[src/rtl/stepper_phase_sequencer.sv]
// Stepper motor phase sequencer: runs a counted move of full or half steps at a fixed
// step period, drives a registered 4-coil pattern and tracks signed absolute position.
module stepper_phase_sequencer #(
  parameter int unsigned COUNT_W  = 16,
  parameter int unsigned PERIOD_W = 24
) (
  input  logic                clk_clk,
  input  logic                reset_reset_n,
  input  logic                start_i,
  input  logic                stop_i,
  input  logic                dir_i,
  input  logic                half_i,
  input  logic                hold_i,
  input  logic [COUNT_W-1:0]  steps_i,
  input  logic [PERIOD_W-1:0] period_i,
  output logic [3:0]          coil_o,
  output logic                busy_o,
  output logic                done_o,
  output logic [15:0]         pos_o,
  output logic [COUNT_W-1:0]  remaining_o
);

  localparam logic [1:0] StIdle = 2'd0;
  localparam logic [1:0] StRun  = 2'd1;
  localparam logic [1:0] StDone = 2'd2;

  logic [1:0]          state_q, state_d;
  logic [2:0]          phase_q, phase_d;
  logic [15:0]         pos_q, pos_d;
  logic [COUNT_W-1:0]  remaining_q, remaining_d;
  logic [PERIOD_W-1:0] period_q, period_d;
  logic [PERIOD_W-1:0] per_cnt_q, per_cnt_d;
  logic                dir_q, dir_d;
  logic                half_q, half_d;
  logic [3:0]          coil_q, coil_d;
  logic [2:0]          step_inc;

  // Coil pattern {B',A',B,A} for each of the eight half-step phases.
  function automatic logic [3:0] coil_lut(input logic [2:0] ph);
    logic [3:0] c;
    unique case (ph)
      3'd0: c = 4'b0001;
      3'd1: c = 4'b0011;
      3'd2: c = 4'b0010;
      3'd3: c = 4'b0110;
      3'd4: c = 4'b0100;
      3'd5: c = 4'b1100;
      3'd6: c = 4'b1000;
      3'd7: c = 4'b1001;
      default: c = 4'b0000;
    endcase
    return c;
  endfunction

  assign step_inc = half_q ? 3'd1 : 3'd2;

  // Next-state: move start/latch, period countdown, stepping and abort.
  always_comb begin
    state_d     = state_q;
    phase_d     = phase_q;
    pos_d       = pos_q;
    remaining_d = remaining_q;
    period_d    = period_q;
    per_cnt_d   = per_cnt_q;
    dir_d       = dir_q;
    half_d      = half_q;
    unique case (state_q)
      StIdle: begin
        if (start_i && !stop_i) begin
          dir_d       = dir_i;
          half_d      = half_i;
          // A period below 2 would leave no room for the reload cycle.
          period_d    = (period_i < PERIOD_W'(2)) ? PERIOD_W'(2) : period_i;
          per_cnt_d   = period_d - PERIOD_W'(1);
          remaining_d = steps_i;
          state_d     = (steps_i == '0) ? StDone : StRun;
        end
      end
      StRun: begin
        if (stop_i) begin
          // Abort wins over a coincident period expiry.
          state_d = StIdle;
        end else if (per_cnt_q == '0) begin
          per_cnt_d   = period_q - PERIOD_W'(1);
          phase_d     = dir_q ? (phase_q + step_inc) : (phase_q - step_inc);
          pos_d       = dir_q ? (pos_q + 16'd1) : (pos_q - 16'd1);
          remaining_d = remaining_q - COUNT_W'(1);
          if (remaining_q == COUNT_W'(1)) state_d = StDone;
        end else begin
          per_cnt_d = per_cnt_q - PERIOD_W'(1);
        end
      end
      StDone: state_d = StIdle;
      default: state_d = StIdle;
    endcase
  end

  // Coil drive lags the phase index by one cycle; de-energised when idle without hold.
  always_comb begin
    coil_d = 4'b0000;
    if (state_q == StRun || hold_i) coil_d = coil_lut(phase_q);
  end

  // State registers with synchronous active-low reset.
  always_ff @(posedge clk_clk) begin
    if (!reset_reset_n) begin
      state_q     <= StIdle;
      phase_q     <= 3'd0;
      pos_q       <= 16'd0;
      remaining_q <= '0;
      period_q    <= '0;
      per_cnt_q   <= '0;
      dir_q       <= 1'b0;
      half_q      <= 1'b0;
      coil_q      <= 4'b0000;
    end else begin
      state_q     <= state_d;
      phase_q     <= phase_d;
      pos_q       <= pos_d;
      remaining_q <= remaining_d;
      period_q    <= period_d;
      per_cnt_q   <= per_cnt_d;
      dir_q       <= dir_d;
      half_q      <= half_d;
      coil_q      <= coil_d;
    end
  end

  assign coil_o      = coil_q;
  assign busy_o      = (state_q == StRun);
  assign done_o      = (state_q == StDone);
  assign pos_o       = pos_q;
  assign remaining_o = remaining_q;

endmodule

[config.mk]
export PLATFORM = sky130hd
export DESIGN_NAME = stepper_phase_sequencer
export DESIGN_NICKNAME = d
export VERILOG_FILES = /design/src/rtl/stepper_phase_sequencer.sv
export SDC_FILE = /design/constraint.sdc
export NUM_CORES = 1
export LEC_CHECK = 0
export ABC_AREA = 1
export BUFFER_PORTS_ARGS = -buffer_cell sky130_fd_sc_hd__buf_2
export CAP_MARGIN = 20
export CORE_AREA = 5 5 127 105
export DETAILED_ROUTE_END_ITERATION = 8
export DIE_AREA = 0 0 132 110
export PLACE_DENSITY = 0.75
export SYNTH_ARGS = -nofsm -noshare
export SYNTH_HDL_FRONTEND = slang
export SYNTH_SLANG_ARGS = --single-unit
[constraint.sdc]
create_clock -name clk_clk -period 2.33 [get_ports clk_clk]
set_clock_uncertainty 0.2 [all_clocks]
set_input_delay 0.1165 -clock clk_clk [delete_from_list [all_inputs] [get_ports clk_clk]]
set_output_delay 0.1165 -clock clk_clk [all_outputs]
set_load 0.02 [all_outputs]
==> summary by stage <==
Critical path
The critical path runs through a total of 18 cells. The worst path required time is 2380 ps. The number of buffers and inverters on the critical path is 3. The critical path capture point is per_cnt_q[18]. The cell type group with the largest total delay on the critical path is simple AND/OR/NAND/NOR gates. The library cell contributing the largest single delay on the critical path is dfxtp_2. The critical path arrival is 2510 ps. Counting cells, the worst reg-to-reg path comes to 18. The signal on the critical path passes through nor2_2 -> nand2_2 -> nor2_4 -> buf_12 -> nand4_1 -> nand3_1 -> nand2_1 -> inv_2 -> ha_4 -> nand2_4 -> nor2_4 -> nand2_2 -> nor2_4 -> nand3_2 -> nand2_1 -> nand3_1 -> nand2_1 -> inv_1.

The end of the worst register-to-register path is per_cnt_q[18]. Across all register-to-register paths, the minimum setup slack is -140 ps. The worst register-to-register path begins at per_cnt_q[15].

The category of the critical setup timing path is flop to flop. STA classifies the critical path endpoint as a flop. The most critical setup path has its startpoint at per_cnt_q[15].

The longest individual stage delay on the worst path is 330 ps. STA classifies the critical path startpoint as a flop. The largest fanout on the critical path is 7.

Placement
After legalization and detailed placement, the total HPWL measured 12.8 mm. The last weighted congestion value of the routability-driven placer is 0.932. Before CTS, the worst setup slack after placement is -161 ps. The number of port buffers is 84.

Layout
Leaving out fill and tap cells, the most frequent cells in the layout are nand2_1 (145), inv_1 (118), nor2_1 (87). The fill cell total of the finished layout is 954. The most frequent standard cell in the layout excluding fill and tap cells is nand2_1. The net count of the finished layout is 1,171. Relative to the synthesized area, the layout overhead comes to 38.7%. The number of diodes is 0. The share of post-route cells with drive strength above 1 is 0.307.

Status
The flow ran to the end, but the final reports show violations. The final reports fail on negative setup slack.

Clock network
The CTS tree is yes. The clock insertion delay at the later pin of the skew report is 340 ps. Counting along the longest clock path gives a buffer depth of 2. The level count of the clock H-tree is 3. The tree is rooted in a clkbuf_16. The clock-pin transition on the worst setup and hold timing paths is 70 ps. CTS saw 91 sinks. The number of buffers added by the clock tree synthesis step is 9.

Power
Power spread over the standard cell area amounts to 544 nW/um^2. The maximum VDD drop is 414 uV. The sequential cell fraction of total power is 0.382.

The share of total power dissipated in the clock network is 0.301. The analysis attributes to net switching a power of 1560 uW. The internal portion of the total power is 2980 uW. The reported leakage power is 0.00395 uW.

The combinational fraction of design power is 0.317. The switching part of the total power is 0.344.

Synth
The per-instance average area after synthesis is 6.61 um^2. The post-synthesis cell type count is 45. The post-synthesis instance total is 911. The post-synthesis sequential element count is 91. The number of nets produced by synthesis is 978. The number of enable flip-flop cells after synthesis is 0.

Counting flops with an async set or reset pin after synthesis yields a share of 0. The predominant post-synthesis flop cell is dfxtp_1. The proportion of synthesized chip area in sequential cells is 0.302. The count of warnings emitted by yosys is 0.

The cell area that synthesis handed to floorplanning was 6020 um^2.

Timing
The number of failing hold endpoints at the final stage is 0. For the pin with the worst max-slew slack, the measured transition is 526 ps. The final total negative setup slack is -965 ps. After layout, the minimum clock period comes to 2470 ps.

After layout, the worst setup slack is -136 ps. Dividing the final minimum period by the clock period gives 1.06. Setup repair after global routing could not meet its margin everywhere. Setup violations remaining at the end of the flow were counted as 16. The achievable clock frequency is 406 MHz.

On the final layout, the worst hold slack is 10.2 ps. The final max-slew violation count is 0. In this run the tightest slew margin relative to its limit is 0.650.

Detailed routing
The average via count per standard cell is 5.45. The routed wirelength normalized by instance count is 15.5 um. Once detail routing completed, the nets flagged for antenna violations numbered 0. The routed via count is 6,858. The first TritonRoute pass finished after 5 iterations. The final wirelength is 19.5 mm. The remaining routing DRC violations is 0. After the first detailed-routing iteration, the DRC count stood at 665.

Floorplanning
The initial cell density of the core is 0.505. The number of placement rows is 36. The count of pins on the block boundary is 85.

The die is 132 um wide. The core box area is 11,900 um^2. Measured along the y axis, the die boundary spans 110 um.

The die area is 14,500 um^2.

Global routing
The maximum number of pins on one net before global-route repair is 53. The number of global-route vias before repair came to 6,345. The aggregate global-route resource usage is 0.252.

The wire length of the first global-routing pass is 30.3 mm. The initial antenna violation count came to 0. For this run the aggregate overflow at the end of global routing stands at 0.

Hold path
The kind of path behind the tightest hold check is input port to flop.

Run
Across the run, the number of max-cap violations was 0.
-- registers in the layout, indices dropped and copies added (netlist names), 2 cells and up --
name / count
state_q: 2
remaining_o: 16
period_q: 24
coil_o: 4
pos_o: 16
per_cnt_q: 24
phase_q: 3
-- worst register-to-register path, stage by stage (launching register included) --
cell and delay, ps:
dfxtp_2 330, nor2_2 120, nand2_2 80, nor2_4 140
buf_12 130, nand4_1 100, nand3_1 130, nand2_1 80
inv_2 80, ha_4 140, nand2_4 60, nor2_4 140
nand2_2 80, nor2_4 200, nand3_2 110, nand2_1 70
nand3_1 60, nand2_1 70, inv_1 40
-- metal layers --
| layer | vias to the layer above | GRT usage | share of wire |
|---|---|---|---|
| met3 | 32 | 0.0495 | 0.075 |
| met5 | - | 0 | 0 |
| met2 | 299 | 0.404 | 0.46 |
| met1 | 3139 | 0.349 | 0.45 |
| met4 | 0 | 0.0712 | 0.016 |
| li1 | 3388 | - | - |
-- cell type report --
type | count | area (um^2) | share of cell area
Multi-Input combinational cell | 652 | 3900 | 0.467
Sequential cell | 91 | 1840 | 0.220
Timing Repair Buffer | 220 | 1660 | 0.199
Inverter | 129 | 493 | 0.0590
Clock buffer | 10 | 239 | 0.0286
Tap cell | 152 | 190 | 0.0228
Clock inverter | 3 | 17.5 | 0.00210
Timing Repair inverter | 1 | 7.51 | 0.000899
-- logic make-up (layout without fill, tap and decap cells) --
group / Yosys count / in the layout / share of synthesized area
adder cells (fa/ha/maj): 20 / 20 / 0.0440
buffers and inverters: 168 / 363 / 0.116
AND/OR/NAND/NOR: 418 / 418 / 0.335
AO/OA/AOI/OAI: 197 / 197 / 0.178
flip-flops: 91 / 91 / 0.302
XOR/XNOR: 17 / 17 / 0.0247
-- what timing repair did --
item	4_1_cts	5_1_grt
cloned	1	2
pin swaps	13	53
hold buffers	42	0
endpoints found under the hold margin	45	0
endpoints found under the setup margin	11	35
buffers inserted	6	12
resized for setup	11	106
-- cells in the mapped netlist (2+ instances only) --
library cell / number / area [um^2]
nand2_1: 166 / 623
inv_1: 122 / 458
nor2_1: 100 / 375
dfxtp_1: 91 / 1820
a21oi_1: 83 / 415
o21ai_0: 71 / 355
nand3_1: 53 / 265
nand4_1: 35 / 219
clkbuf_1: 18 / 67.6
ha_1: 18 / 225
nor2_2: 12 / 75.1
a31oi_1: 11 / 68.8
xnor2_1: 11 / 96.3
buf_2: 10 / 50.1
nand2_2: 10 / 62.6
nor2_4: 9 / 101
a211oi_1: 8 / 60.1
nand3_2: 8 / 80.1
o21ai_1: 7 / 35.0
buf_4: 6 / 45.0
or2_2: 6 / 37.5
xor2_1: 6 / 52.6
nor3_1: 5 / 25.0
nor4_1: 5 / 31.3
o211ai_1: 5 / 37.5
buf_6: 4 / 45.0
inv_2: 4 / 15.0
nand2_4: 4 / 45.0
nor2_8: 3 / 60.1
a221oi_1: 2 / 17.5
clkinv_1: 2 / 7.51
fa_1: 2 / 40.0
o22ai_1: 2 / 12.5
-- power by group through the flow --
stage,Sequential [uW],Clock [uW],Combinational (uW)
finish,1740,1370,1440
global route,1750,1440,1570
floorplan,1770,0,768
CTS,1720,1380,1230
detailed placement,1760,0,1150
global placement,1750,0,1140
-- per-stage QoR --
| stage | total power, uW | std cells | cell area (um^2) | utilization |
|---|---|---|---|---|
| final | 4550 | 1258 | 8350 | 0.700 |
| after global routing | 4750 | 1258 | 8350 | 0.700 |
| after CTS | 4340 | 1244 | 7850 | 0.658 |
| after detailed placement | 2910 | 1182 | 7080 | 0.594 |
| after global placement | 2900 | 1182 | 7080 | 0.594 |
| after floorplan | 2540 | 911 | 6100 | - |
-- worst min path at each step --
stage	endpoint	startpoint	cells after the start	slack [ps]
finish	period_q[15]	period_i[15]	4	10
global route	period_q[15]	period_i[15]	4	30
CTS	period_q[15]	period_i[15]	4	0.5
detailed placement	period_q[2]	period_i[2]	3	200
global placement	period_q[2]	period_i[2]	3	190
floorplan	remaining_o[0]	reset_reset_n	2	50
No activity file was read; power rests on OpenSTA's default activity.
